<file path="config.mk">
export PLATFORM = sky130hd
export DESIGN_NAME = pc_sequencer
export DESIGN_NICKNAME = d
export VERILOG_FILES = /design/src/rtl/pc_sequencer.sv
export SDC_FILE = /design/constraint.sdc
export NUM_CORES = 1
export LEC_CHECK = 0
export BUFFER_PORTS_ARGS = -buffer_cell sky130_fd_sc_hd__buf_2
export CAP_MARGIN = 30
export CORE_MARGIN = 4
export CORE_UTILIZATION = 41
export DETAILED_ROUTE_END_ITERATION = 16
export GPL_TIMING_DRIVEN = 0
export PLACE_DENSITY_LB_ADDON = 0.12
export SLEW_MARGIN = 30
export SYNTH_ARGS = -nofsm -noshare
export SYNTH_HDL_FRONTEND = slang
export SYNTH_SLANG_ARGS = --single-unit
</file>
<file path="constraint.sdc">
create_clock -name CLK -period 4.1 [get_ports CLK]
set_clock_uncertainty 0.2 [all_clocks]
set_input_delay 0 -clock CLK [delete_from_list [all_inputs] [get_ports CLK]]
set_output_delay 0 -clock CLK [all_outputs]
set_load 0.01 [all_outputs]
</file>
<file path="src/rtl/pc_sequencer.sv">
// pc_sequencer: stall-aware program-counter controller for the 8-bit CPU.
// Define BRANCH_STATS_EN to build the saturating branch statistics counters.
module pc_sequencer #(
   parameter logic [31:0] RESET_PC = 32'h0000_0000
`ifdef BRANCH_STATS_EN
   ,
   parameter int unsigned CNT_W    = 16
`endif
) (
   input  logic             CLK,
   input  logic             RESET,
   input  logic             INSTR_VALID,
   input  logic             J,
   input  logic             BEQ,
   input  logic             BNE,
   input  logic             ZERO,
   input  logic [7:0]       OFFSET,
   input  logic             I_BUSYWAIT,
   input  logic             D_BUSYWAIT,
   output logic [31:0]      PC,
   output logic             PC_VALID,
   output logic             TAKEN,
   output logic             FLUSH
`ifdef BRANCH_STATS_EN
   ,
   output logic [CNT_W-1:0] TAKEN_COUNT,
   output logic [CNT_W-1:0] BRANCH_COUNT
`endif
);

   localparam logic [1:0] ST_BOOT   = 2'd0;
   localparam logic [1:0] ST_RUN    = 2'd1;
   localparam logic [1:0] ST_STALL  = 2'd2;
   localparam logic [1:0] ST_BUBBLE = 2'd3;

   logic [1:0]  state_r;
   logic [1:0]  state_nxt_s;
   logic [31:0] pc_r;
   logic [31:0] pc_nxt_s;
   logic        pc_valid_r;
   logic        pc_valid_nxt_s;
   logic        taken_r;
   logic        taken_nxt_s;
   logic        busy_s;
   logic        take_s;

   // Redirect target: sequential address plus sign-extended word offset, mod 2^32.
   function automatic logic [31:0] branch_target(input logic [31:0] pc,
                                                 input logic [7:0]  off);
      branch_target = pc + 32'd4 + {{22{off[7]}}, off, 2'b00};
   endfunction

   // Decode qualification shared by the FSM and the statistics.
   always_comb begin
      busy_s = I_BUSYWAIT | D_BUSYWAIT;
      take_s = INSTR_VALID & (J | (BEQ & ZERO) | (BNE & ~ZERO));
   end

   // Next-state and next-PC selection.
   always_comb begin
      state_nxt_s    = state_r;
      pc_nxt_s       = pc_r;
      pc_valid_nxt_s = pc_valid_r;
      taken_nxt_s    = 1'b0;
      case (state_r)
         ST_BOOT: begin
            state_nxt_s    = ST_RUN;
            pc_valid_nxt_s = 1'b1;
         end
         ST_RUN, ST_STALL: begin
            // Decode inputs only matter on the edge where both memories are free.
            if (busy_s) begin
               state_nxt_s    = ST_STALL;
               pc_valid_nxt_s = 1'b1;
            end else if (take_s) begin
               state_nxt_s    = ST_BUBBLE;
               pc_nxt_s       = branch_target(pc_r, OFFSET);
               pc_valid_nxt_s = 1'b0;
               taken_nxt_s    = 1'b1;
            end else begin
               state_nxt_s    = ST_RUN;
               pc_nxt_s       = pc_r + 32'd4;
               pc_valid_nxt_s = 1'b1;
            end
         end
         ST_BUBBLE: begin
            pc_valid_nxt_s = 1'b1;
            if (busy_s) begin
               state_nxt_s = ST_STALL;
            end else begin
               state_nxt_s = ST_RUN;
            end
         end
         default: begin
            state_nxt_s    = ST_BOOT;
            pc_nxt_s       = RESET_PC;
            pc_valid_nxt_s = 1'b0;
         end
      endcase
   end

   // Sequencer state registers with synchronous active-low reset.
   always_ff @(posedge CLK) begin
      if (!RESET) begin
         state_r    <= ST_BOOT;
         pc_r       <= RESET_PC;
         pc_valid_r <= 1'b0;
         taken_r    <= 1'b0;
      end else begin
         state_r    <= state_nxt_s;
         pc_r       <= pc_nxt_s;
         pc_valid_r <= pc_valid_nxt_s;
         taken_r    <= taken_nxt_s;
      end
   end

   assign PC       = pc_r;
   assign PC_VALID = pc_valid_r;
   assign TAKEN    = taken_r;
   assign FLUSH    = taken_r;

`ifdef BRANCH_STATS_EN
   logic [CNT_W-1:0] taken_cnt_r;
   logic [CNT_W-1:0] branch_cnt_r;
   logic             commit_s;
   logic             is_branch_s;

   // Increment that sticks at all-ones instead of wrapping.
   function automatic logic [CNT_W-1:0] sat_inc(input logic [CNT_W-1:0] v);
      if (v == {CNT_W{1'b1}}) begin
         sat_inc = v;
      end else begin
         sat_inc = v + CNT_W'(1'b1);
      end
   endfunction

   // An instruction retires only on a free edge in RUN or STALL.
   always_comb begin
      commit_s    = ((state_r == ST_RUN) | (state_r == ST_STALL)) & ~busy_s;
      is_branch_s = INSTR_VALID & (J | BEQ | BNE);
   end

   // Saturating statistics counters.
   always_ff @(posedge CLK) begin
      if (!RESET) begin
         taken_cnt_r  <= '0;
         branch_cnt_r <= '0;
      end else begin
         if (commit_s && take_s) begin
            taken_cnt_r <= sat_inc(taken_cnt_r);
         end else begin
            taken_cnt_r <= taken_cnt_r;
         end
         if (commit_s && is_branch_s) begin
            branch_cnt_r <= sat_inc(branch_cnt_r);
         end else begin
            branch_cnt_r <= branch_cnt_r;
         end
      end
   end

   assign TAKEN_COUNT  = taken_cnt_r;
   assign BRANCH_COUNT = branch_cnt_r;
`endif

endmodule

</file>
Word-level counts from Yosys, hierarchy flattened. Cells that the tools add are included.

Add/sub/neg operators: 2. $mul: 0. Divide/modulo/power cells: 0. $lt $le $gt $ge: 0. Equality and inequality tests: 3. Shift-type cells: 0. Mux-type cells: 9. Bitwise gates (word level): 10. Reduce and logical (&&, ||, !) cells: 5.

Operators by type and width (number): 32-bit by 3-bit adder with 32-bit output, second input constant (1); 32-bit adder (1); 32-bit 2-to-1 mux (1); 2-bit 2-to-1 mux (3); 2-bit case mux with 3 select lines (1); 2-bit equality test, second input constant (2); 1-bit NOT (4); 2-bit OR reduction (2); 1-bit bitwise AND (3); 1-bit 2-to-1 mux (3); 1-bit bitwise OR (3); 3-bit OR reduction (1); 2-bit by 1-bit equality test with 1-bit output, second input constant (1); 2-bit logical NOT (1); 1-bit case mux with 2 select lines (1); 2-bit AND reduction (1).

Register bits after elaboration: 36. Latch bits: 0. Bits in writable memories: 0. Bits in read-only memories: 0. Bits of input ports: 17. Output and inout port bits: 35. Logic and storage cells: 33. Memories kept: 0.

Logic depth before layout (Yosys ltp).
Depth after elaboration: 7. Depth in mapped cells: 17. Mapped depth without buffers: 16.

Least setup slack after synthesis. OpenSTA, ideal clock, no wires.

Path type: reg-to-reg. Start: reg pc_r[2], in the netlist PC[2]. End: reg pc_r[19], in the netlist PC[19]. Setup time: 0.125 ns. Arrival time: 3.529 ns. Data required time: 3.775 ns. Path slack: 0.245 ns. Stages on the path, launching flop included: 16. Buffers on the path: 1. Period minus slack after synthesis: 3.855 ns. Cell sequence: dfxtp_1 > ha_1 > nand3_1 > or3_1 > or2_2 > xnor2_1 > ha_1 > buf_2 > a211oi_1 > o21ai_1 > a221oi_2 > nand3b_2 > o31a_1 > xor2_1 > a222oi_1 > nor2b_1.

Word-level cells in the longest chain between the ends: 3.

Ends and longest elaborated chain: start, declared (line 38) `logic [31:0] pc_r;`; start signal, assigned (line 111) `pc_r <= pc_nxt_s;`; 32-bit by 3-bit adder with 32-bit output * (line 50, 82); 32-bit adder (line 50) `branch_target = pc + 32'd4 + {{22{off[7]}}, off, 2'b00};`; 32-bit 2-to-1 mux * (line 75) `end else if (take_s) begin`.

Mark *: on every way between the ends. The rest lies on a longest branch, timed or not. A chain may end at the register's enable or synchronous reset.

Final worst setup path.
Start: reg pc_r[2], in the netlist PC[2]. End: reg pc_r[21], in the netlist PC[21].

The elaborated chain is that of the path after synthesis.

==> flow_metrics.env <==
export IMPL_outcome="finished clean"
export IMPL_ys_types=66
export IMPL_cp_max_fo=7
export IMPL_cp_data_arrival_time_ps=3930
export IMPL_place_ws_ps=-480.3
export IMPL_slowest_stage="or3_4"
export IMPL_yosys_area_share_simple=0.2406
export IMPL_hold_viol_final=0
export IMPL_rows=35
export IMPL_worst_slack_ps=167.8
export IMPL_drc=0
export IMPL_cts_max_level=2
export IMPL_insertion_delay_ps=300
export IMPL_synth_xor_area_share=0.1154
export IMPL_setup_viol=0
export IMPL_slew_headroom=0.4847
export IMPL_async_reset_ff_frac=0
export IMPL_crit_type="reg -> reg"
export IMPL_finalMaxSlewViolations=0
export IMPL_finalPower_mw=1.100
export IMPL_synth_seq_cells=34
export IMPL_hold_class="in -> reg"
export IMPL_grt_max_degree=30
export IMPL_end_kind="flip-flop"
export IMPL_antenna_found_initial=0
export IMPL_core_mm2=0.009284
export IMPL_crit_chain="ha_4 > nand3_2 > or3_4 > or2_4 > xnor2_2 > ha_1 > buf_6 > a211oi_2 > o21ai_1 > a221oi_2 > buf_4 > nand3b_4 > a21boi_1 > xor2_1 > o21ai_0 > a32o_1"
export IMPL_synth_edf_count=0
export IMPL_clk_pin_slew_ps=90
export IMPL_power_density_mw_per_mm2=230.4
export IMPL_vias=4338
export IMPL_synth_top_family_by_area="compound AO/OA/AOI/OAI gates"
export IMPL_dr_pass1_iters=5
export IMPL_fin_setup_tns_ps=0
export IMPL_routedWlPerCell_um=17.90
export IMPL_cts_root_buf="clkbuf_8"
export IMPL_max_vdd_ir_drop_v=0.0001577
export IMPL_clock_sinks=34
export IMPL_grt_total_usage=0.2323
export IMPL_drive_gt1_frac=0.1808
export IMPL_fin_crit_sh=0.9591
export IMPL_grt_pass1_vias=4120
export IMPL_grt_pass1_wl_mm=21.05
export IMPL_layout_commonest_cell="nand2_1"
export IMPL_cts_tree="built"
export IMPL_p_leak_nw=2.121
export IMPL_synth_mux_area_frac=0.007926
export IMPL_placement_cell_area_mm2=0.004352
export IMPL_clk_path_buf_depth=2
export IMPL_worst_slew_pin_slew_ps=773.0
export IMPL_diodes=0
export IMPL_cap_violations=0
export IMPL_die_h_um=106.1
export IMPL_dp_hpwl_mm=10.04
export IMPL_io_buffers=48
export IMPL_grt_remaining_overflow=0
export IMPL_final_nets=670
export IMPL_crit_path_start_kind="flip-flop"
export IMPL_ys_flop_type="dfxtp_1"
export IMPL_most_common_layout_cells="nand2_1, a21oi_1, buf_2"
export IMPL_post_route_min_period_ps=3932
export IMPL_reg2reg_depth=16
export IMPL_critPathRequiredTime_ps=4100
export IMPL_synth_area_per_cell_um2=7.321
export IMPL_slowest_delay_ps=420
export IMPL_synthCells=539
export IMPL_post_synth_fa_ha_maj_area_fraction=0.1287
export IMPL_start_util=0.4251
export IMPL_ys_seq_area_frac=0.1725
export IMPL_fillCellCount=954
export IMPL_vias_per_cell=5.838
export IMPL_holdPathStages=5
export IMPL_fmax_ghz=0.2543
export IMPL_synth_top_cell_area_share=0.1725
export IMPL_ys_warn_count=0
export IMPL_cts_buffers=5
export IMPL_design_area_mm2=0.004773
export IMPL_ios=52
export IMPL_gp_congestion=0.9045
export IMPL_synth_compound_area_frac=0.2892
export IMPL_wl_mm=13.30
export IMPL_die_area_mm2=0.01126
export IMPL_area_growth_pct=20.96
export IMPL_dr_first_iter_drc_count=263
export IMPL_dieWidth_um=106.1
export IMPL_yosys_area_top_type="dfxtp_1"
export IMPL_synth_cell_area_mm2=0.003946
export IMPL_synthTopCellsByArea="dfxtp_1, ha_1, a21oi_1"
export IMPL_postRouteAntennaNets=0
[synth_stat cells, types with 8 or more instances]
master and n:
inv_1 11, o21bai_1 8, and3_1 8, a21oi_1 56
nand3_1 21, nor2_1 31, a31oi_1 8, xor2_1 20
nand4_1 17, o21ai_0 37, dfxtp_1 34, ha_1 39
clkbuf_1 23, xnor2_1 32, a21o_1 13, nor2b_1 11
nor3_1 11, nand2_1 66
[registers in the layout, summed over array words and instances, names as in the netlist]
name and cells:
FLUSH 1, PC 30, PC_VALID 1, state_r 2
[through the flow]
stage	std cells	hold slack (ps)	util
after CTS	730	15.17	0.4956
final	743	20.08	0.5142
after detailed placement	717	201.9	0.4687
after global routing	743	110.1	0.5142
after global placement	717	201.2	0.4687
after floorplan	540	104.0	-
[cell type report]
class | instances | area (um2) | share of cell area
plain buffers | 28 | 133.9 | 0.02805
multi-input cells | 465 | 3204 | 0.6713
inverters | 11 | 41.29 | 0.008650
clock inverters | 3 | 68.82 | 0.01442
well taps | 129 | 161.4 | 0.03381
flip-flops and latches | 34 | 694.4 | 0.1455
clock buffers | 5 | 68.82 | 0.01442
repair buffers | 68 | 400.4 | 0.08388
[layer usage]
metal,vias up,part of all wire,global-route usage
li1,2140,-,-
met1,2021,0.44,0.2972
met2,151,0.48,0.4054
met3,26,0.060,0.03279
met4,0,0.027,0.06475
met5,-,0,0
[power by group]
part           leakage, nW  total, mW  switching, mW  internal (mW)
combinational         1.77      0.333          0.201          0.133
sequential           0.280      0.365         0.0207          0.344
clock               0.0683      0.402          0.157          0.244
[repair_timing]
item,4_1_cts,5_1_grt
hold endpoints to repair,5,0
resized for setup,14,18
pin swaps,2,14
endpoints found under the setup margin,14,9
buffers inserted,2,14
hold buffers,4,0
[worst max-delay path: cells and delay by family, from the launching register on]
kind                       cells  cell delay, ps
DFF                            1             400
buffers and inverters          2             310
adders and majority gates      2             460
and+or+nand+nor                4             850
xor gates and xnor gates       2             390
AOI/OAI and AO/OA              6            1230
[cell families after synthesis]
kind of cell / after synthesis
compound gates: 176
simple gates: 192
fa+ha+maj: 40
buf+inv: 41
mux: 3
flops: 34
xor+xnor: 52
other cells: 1
[final timing paths]
kind	to	slack, ps	startpoint
worst min register to register	PC[2]	340	PC[2]
worst max register to register	PC[21]	170	PC[2]
worst min-delay path	state_r[1]	20	D_BUSYWAIT
worst max-delay path	PC[21]	170	PC[2]
No activity file was read; power rests on OpenSTA's default activity.
